<file path="src/rtl/iter_mult_ctrl.sv">
// iter_mult_ctrl: multi-cycle shift-add multiplier sequencer and datapath
// backing the MUL instruction in the execute stage.
//
// One multiplier bit is consumed per clock. An accepted operation always
// takes exactly WIDTH steps, with no early exit for small operands. The low
// WIDTH bits of a*b are then presented until the consumer takes them. The
// low half of a two's-complement product matches the unsigned one, so the
// same result serves signed and unsigned MUL.
//
// Ports:
//   clk        rising-edge clock
//   reset      synchronous, active-high; beats flush and all handshakes
//   in_valid   a/b valid this cycle
//   in_ready   operands accepted (high only in IDLE)
//   a, b       multiplicand, multiplier
//   flush      cancel an in-flight or completed-but-unread operation
//   out_valid  product valid (high only in DONE)
//   out_ready  consumer takes the product this cycle
//   product    low WIDTH bits of a*b
//   busy       state is not IDLE (pipeline stall)
module iter_mult_ctrl #(
  parameter int WIDTH = 64,
  localparam int CNT_W = $clog2(WIDTH) + 1
) (
  input  logic             clk,
  input  logic             reset,
  input  logic             in_valid,
  output logic             in_ready,
  input  logic [WIDTH-1:0] a,
  input  logic [WIDTH-1:0] b,
  input  logic             flush,
  output logic             out_valid,
  input  logic             out_ready,
  output logic [WIDTH-1:0] product,
  output logic             busy
);

  typedef enum logic [1:0] {IDLE, RUN, DONE} state_t;

  localparam logic [CNT_W-1:0] LAST_STEP = CNT_W'(WIDTH - 1);

  state_t           state;
  logic [WIDTH-1:0] mcand;
  logic [WIDTH-1:0] mplier;
  logic [WIDTH-1:0] acc;
  logic [CNT_W-1:0] count;
  logic [WIDTH-1:0] acc_next;

  // Carry-out is dropped. Only the low WIDTH bits of the product are kept.
  assign acc_next = mplier[0] ? acc + mcand : acc;

  // The handshake outputs are flops. They are updated together with state,
  // so there is no path from any input to any output.
  always_ff @(posedge clk) begin
    if (reset) begin
      state     <= IDLE;
      mcand     <= '0;
      mplier    <= '0;
      acc       <= '0;
      count     <= '0;
      product   <= '0;
      in_ready  <= 1'b1;
      out_valid <= 1'b0;
      busy      <= 1'b0;
    end else begin
      case (state)
        IDLE: begin
          if (in_valid && !flush) begin
            mcand    <= a;
            mplier   <= b;
            acc      <= '0;
            count    <= '0;
            state    <= RUN;
            in_ready <= 1'b0;
            busy     <= 1'b1;
          end
        end

        RUN: begin
          if (flush) begin
            state    <= IDLE;
            count    <= '0;
            in_ready <= 1'b1;
            busy     <= 1'b0;
          end else begin
            acc    <= acc_next;
            mcand  <= mcand << 1;
            mplier <= mplier >> 1;
            count  <= count + CNT_W'(1);
            // The final step publishes its own sum, not the stale acc.
            if (count == LAST_STEP) begin
              product   <= acc_next;
              state     <= DONE;
              out_valid <= 1'b1;
            end
          end
        end

        DONE: begin
          // If flush arrives with out_ready, the transfer is a cancel.
          // Both cases leave through the same path.
          if (flush || out_ready) begin
            state     <= IDLE;
            count     <= '0;
            out_valid <= 1'b0;
            in_ready  <= 1'b1;
            busy      <= 1'b0;
          end
        end

        default: begin
          state     <= IDLE;
          count     <= '0;
          out_valid <= 1'b0;
          in_ready  <= 1'b1;
          busy      <= 1'b0;
        end
      endcase
    end
  end

endmodule
</file>
<file path="config.mk">
export PLATFORM = sky130hd
export DESIGN_NAME = iter_mult_ctrl
export DESIGN_NICKNAME = d
export VERILOG_FILES = /design/src/rtl/iter_mult_ctrl.sv
export SDC_FILE = /design/constraint.sdc
export NUM_CORES = 1
export LEC_CHECK = 0
export CAP_MARGIN = 15
export CORE_MARGIN = 3
export CORE_UTILIZATION = 42
export DETAILED_ROUTE_END_ITERATION = 10
export GPL_TIMING_DRIVEN = 0
export SLEW_MARGIN = 40
export SYNTH_ARGS = -nofsm -noshare
export SYNTH_HDL_FRONTEND = slang
export SYNTH_SLANG_ARGS = --single-unit
</file>
<file path="constraint.sdc">
create_clock -name clk -period 9.2 [get_ports clk]
set_input_delay 2.3 -clock clk [delete_from_list [all_inputs] [get_ports clk]]
set_output_delay 2.3 -clock clk [all_outputs]
set_load 0.1 [all_outputs]
</file>
Word level (Yosys, flattened, before mapping)

Index checks and enable logic that the tools add are counted.

Output and inout bits: 67
Word-level logic and storage cells: 63
Flip-flop bits (word level): 268
Input bits: 133

Mux-type cells: 30
Add/sub/neg operators: 2
Reduce and logical (&&, ||, !) cells: 11
Equal/unequal tests: 9
Bitwise logic cells: 2

Operators by type and width:

| kind                | count |
|---|---|
| $mux 64             | 7 |
| $pmux 64 s2         | 3 |
| $add 64x64->64      | 1 |
| $mux 7              | 3 |
| $pmux 7 s3          | 1 |
| $reduce_and 3->1    | 4 |
| $ne 2x2->1 const B  | 5 |
| $pmux 1 s3          | 3 |
| $mux 1              | 8 |
| $mux 2              | 4 |
| $add 7x1->7 const B | 1 |
| $eq 7x6->1 const B  | 1 |
| $pmux 2 s3          | 1 |
| $reduce_and 4->1    | 1 |
| $ne 3x3->1 const B  | 1 |
| $eq 2x1->1 const B  | 1 |
| $eq 2x2->1 const B  | 1 |
| $logic_not 2->1     | 1 |
| $not 1->1           | 2 |
| $reduce_and 2->1    | 1 |
| $reduce_bool 2->1   | 1 |
| $logic_and 1x1->1   | 1 |
| $logic_not 1->1     | 1 |
| $logic_or 1x1->1    | 1 |

Logic depth before layout (Yosys ltp)

Gate-level depths: netlist (run 1).

Word-level depth: 4
Depth in mapped cells: 13
Mapped depth without buffers: 13

Worst setup path before layout (run 1)

Ideal clock, no wire load.

Kind: in2reg
From: input port flush
To: register mcand[10]
Arrival: 4.333 ns
Setup time: 0.086 ns
Path slack: 4.782 ns
Path buffers: 3
Cell stages on the path: 8
Data required time: 9.114 ns
Path through: or2_2 -> a221oi_1 -> or3_1 -> clkbuf_1 -> nand2_1 -> clkbuf_1 -> clkbuf_1 -> a211oi_1

Word-level cells in the longest chain between the ends: 4
Elaborated cells between the ends (all ways): 5

Ends and longest elaborated chain:

| what                         | RTL line | RTL |
|---|---|---|
| start: declaration           | 31       | `input logic flush,` |
| $logic_not 1->1              | 68       | `if (in_valid && !flush) begin` |
| $logic_and 1x1->1            | 68       |  |
| $ne 2x2->1 (no line)         | --       |  |
| $reduce_and 3->1 (no line) * | --       |  |
| end signal: assignment       | 87       | `mcand <= mcand << 1;` |
| end: declaration             | 43       | `logic [WIDTH-1:0] mcand;` |

Mark *: on every way between the ends. The rest lies on a longest branch, timed or not.
A chain may end at the register's enable or synchronous reset.

Worst setup path in the final report (run 1)

From: input port flush
To: register mplier[62]

Word-level cells in the longest chain between the ends: 4
Elaborated cells between the ends (all ways): 5

Ends and longest elaborated chain:

| what                         | RTL line | RTL |
|---|---|---|
| $logic_not 1->1              | 68       |  |
| $logic_and 1x1->1            | 68       |  |
| $ne 2x2->1 (no line)         | --       |  |
| $reduce_and 3->1 (no line) * | --       |  |
| end signal: assignment       | 88       | `mplier <= mplier >> 1;` |
| end: declaration             | 44       | `logic [WIDTH-1:0] mplier;` |

Marks and branches as above.

==> results of run 1 <==
-- placed cells by master, fill, tap and decap left out, types with 5 or more instances in the layout --
cell type and n:
a2111oi_0 6, mux2i_1 137, o31ai_1 8, xor2_1 32, a22o_1 5, nor3_1 23
clkbuf_8 9, buf_1 5, clkbuf_1 129, o21bai_1 14, o21ai_0 57, nand4_1 19
o211ai_1 7, nand2_1 151, a311oi_1 5, clkbuf_2 7, a31oi_1 28, clkdlybuf4s50_1 132
clkinv_2 6, nand2b_1 12, a21oi_1 147, o21ai_1 11, o21a_1 13, mux2_2 14
nand3_1 36, nor2_1 255, and2_1 5, or3_1 6, a211oi_1 156, xnor2_1 30
and3_1 10, buf_2 72, nor2b_1 7, ha_1 64, dfxtp_1 268, clkbuf_16 31
inv_1 21, a21o_1 38, a22oi_1 12
-- path summary, 6_finish.rpt --
check	startpoint	endpoint	slack, ps	depth (start not counted)
max reg2reg	mcand[0]$_SDFFE_PP0P_	product[60]$_SDFFE_PP0P_	5310	13
min	product[6]$_SDFFE_PP0P_	product[6]$_SDFFE_PP0P_	450	2
min reg2reg	product[6]$_SDFFE_PP0P_	product[6]$_SDFFE_PP0P_	450	2
max	flush	mplier[62]$_SDFFE_PP0P_	3670	9
-- layout make-up --
class                      count  area, µm²
buffer                       139      539.3
fill                        3392      16520
clock inverter                 9      97.59
inverter                      22      82.58
timing repair buffer         201       1669
sequential                   268       5365
multi-input combinational   1374       8942
clock buffer                  47      925.9
tap                          455      569.3
-- registers in the layout, summed over array words and instances (netlist names) --
| name | cells |
|---|---|
| count | 7 |
| in_ready | 1 |
| busy | 1 |
| acc | 64 |
| product | 64 |
| mcand | 64 |
| mplier | 64 |
| out_valid | 1 |
| state | 2 |
-- per-layer routing --
metal | global-route usage (%) | up-vias
met3 | 4.570 | 89
met2 | 43.43 | 483
met4 | 8.564 | 0
met1 | 37.22 | 6859
met5 | 0 | -
li1 | - | 7032
-- stage by stage --
stage,std cells,util [%],hold WS (ps)
2_1_floorplan,1803,-,434.6
3_5_place_dp,2459,49.44,447.6
4_1_cts,2515,52.39,457.5
3_3_place_gp,2457,50.25,446.2
6_report,2515,52.40,453.6
5_1_grt,2515,52.40,475.4
-- critical path, stage by stage --
cell             delay, ps
clkdlybuf4s50_1        510
or2_2                  360
a221oi_1               580
or3_1                  180
clkbuf_1               400
nand2_1                400
clkbuf_2               490
clkbuf_1               430
a211oi_1               310
-- power by group --
group	internal [mW]	switching, mW	leakage (nW)
Sequential	1.23	0.0541	2.19
Clock	0.742	0.499	0.507
Combinational	0.209	0.344	5.18
-- cell families (layout without fill, tap and decap cells) --
| group | after synthesis | in the layout |
|---|---|---|
| compound gates | 551 | 551 |
| simple gates | 544 | 544 |
| flops | 268 | 268 |
| buf+inv | 161 | 418 |
| mux | 152 | 152 |
| fa+ha+maj | 65 | 65 |
| xor+xnor | 62 | 62 |
==> reports/metrics.yaml, run 1 <==
setup_path:
  cp-end-kind: "flop"
  crit_type: "in2reg"
  worstPathArrival_ps: 5990
  crit_required_ps: 9670
  startpoint_type: "input pin"
  critPathMaxFanout: 10
global_route:
  antenna_found_initial: 0
  grt_pass1_vias: 13822
  grt_pass1_wl_mm: 81.00
  grt_max_degree: 15
  grt_use_total_pct: 27.04
  gr-total-overflow: 0
floorplan:
  fp-row-count: 68
  dieHeight_um: 194.2
  initial_utilization_pct: 42.87
  die_w_um: 194.2
  fp.coreArea_mm2: 0.03471
  die_area_mm2: 0.03773
  io_pins: 200
route:
  wl_met2_mm: 24.02
  dr.max_layer_used: "met4"
  drtIter0Drc: 1222
  dr_wl_met3_mm: 3.394
  wl_mm: 53.50
  first_pass_iters: 5
  route.vias.total: 14463
  post-route-drc-count: 0
  wl_met1_mm: 24.22
  postRouteAntennaNets: 0
  avgRoutedWirePerCell_um: 21.27
  routed_via_density: 5.751
timing:
  fin_setup_tns_ps: 0
  final.period_utilization_pct: 60.09
  setup_viol: 0
  rsz0062_at_grt: "false"
  final_max_slew_viol_count: 0
  worst_pin_slew_ps: 942.7
  hold_viol: 0
  period_minus_slack_ps: 5529
  fin_skew_ps: 17.62
  slew_headroom_pct: 37.15
  setup_ws_ps: 3671
  fmax_mhz: 180.9
clocking:
  clk_latency_ps: 570
  cts_max_path_buffers: 3
  clk_pin_slew_worst_paths_ps: 60
  cts.sinks: 268
  cts_hold_buf: 0
  numCtsBuffers: 30
  htree_levels: 1
  postCtsSetupBuffers: 0
  cts-root-buf: "clkbuf_16"
  cts_tree: "done"
  cts_resized: 0
logic_synthesis:
  ys_warn_count: 0
  synthArstFlopShare_pct: 0
  synth_adder_area_share_pct: 5.516
  syn-num-nets: 2001
  ys_ff_latch: 268
  synth_simple_gate_area_share_pct: 15.56
  syn_avg_cell_area_um2: 8.253
  yosysTopAreaCell: "dfxtp_1"
  synthMuxAreaShare_pct: 10.35
  ys_top_cells_by_count: "268 x dfxtp_1, 258 x nor2_1, 156 x a211oi_1, 151 x nand2_1, 147 x a21oi_1"
  synth_most_common_cell: "dfxtp_1"
  synth-edff-count: 0
  synthFlopType: "dfxtp_1"
  synthCells: 1803
  netlist_area_mm2: 0.01488
  synth_compound_area_share_pct: 24.75
  netlist.area_leader.share_pct: 36.05
  synth_cell_types: 72
  synth_xor_area_share_pct: 3.649
  synth_top_family_by_area: "compound AO/OA/AOI/OAI gates"
  ys_seq_area_share_pct: 36.05
  netlist_top_cells_area: "dfxtp_1 36%, mux2i_1 9.2%, a211oi_1 7.9%"
final_layout:
  synthToLayoutAreaGrowth_pct: 22.25
  nets: 2234
  final_area_mm2: 0.01819
  drive_gt1_share_pct: 8.155
  num_antenna_cells: 0
run:
  drv_cap: 0
placed_design:
  place_area_mm2: 0.01716
  portBuffers: 199
  dp_hpwl_mm: 40.75
  place_ws_ps: 3169
  finalWeightedCongestion: 0.9650
worst_hold_path:
  hold_class: "reg2reg"
power:
  p_per_area_mw_per_mm2: 169.3
  peakVddDrop_mv: 0.1370
  p_total_mw: 3.079
  p_leak_nw: 7.879
status:
  status: "complete, no violations"
Note: power is estimated with default switching activity, not from simulation.
==> run 2, diff against run 1 <==
==> constraint.sdc (replaced) <==
create_clock -name clk -period 5.41 [get_ports clk]
set_input_delay 1.3525 -clock clk [delete_from_list [all_inputs] [get_ports clk]]
set_output_delay 1.3525 -clock clk [all_outputs]
set_load 0.1 [all_outputs]
==> results of run 2 <==
Same layout as run 1 (identical final DEF). Status: complete, no violations.
Main changes from that run: setup slack after placement 3169 ps -> 326.1 ps; setup slack after layout 3671 ps -> 829.0 ps; register-to-register setup slack 5310 ps -> 1520 ps; total power 3.079 mW -> 5.236 mW; worst IR drop on VDD 0.1370 mV -> 0.2330 mV
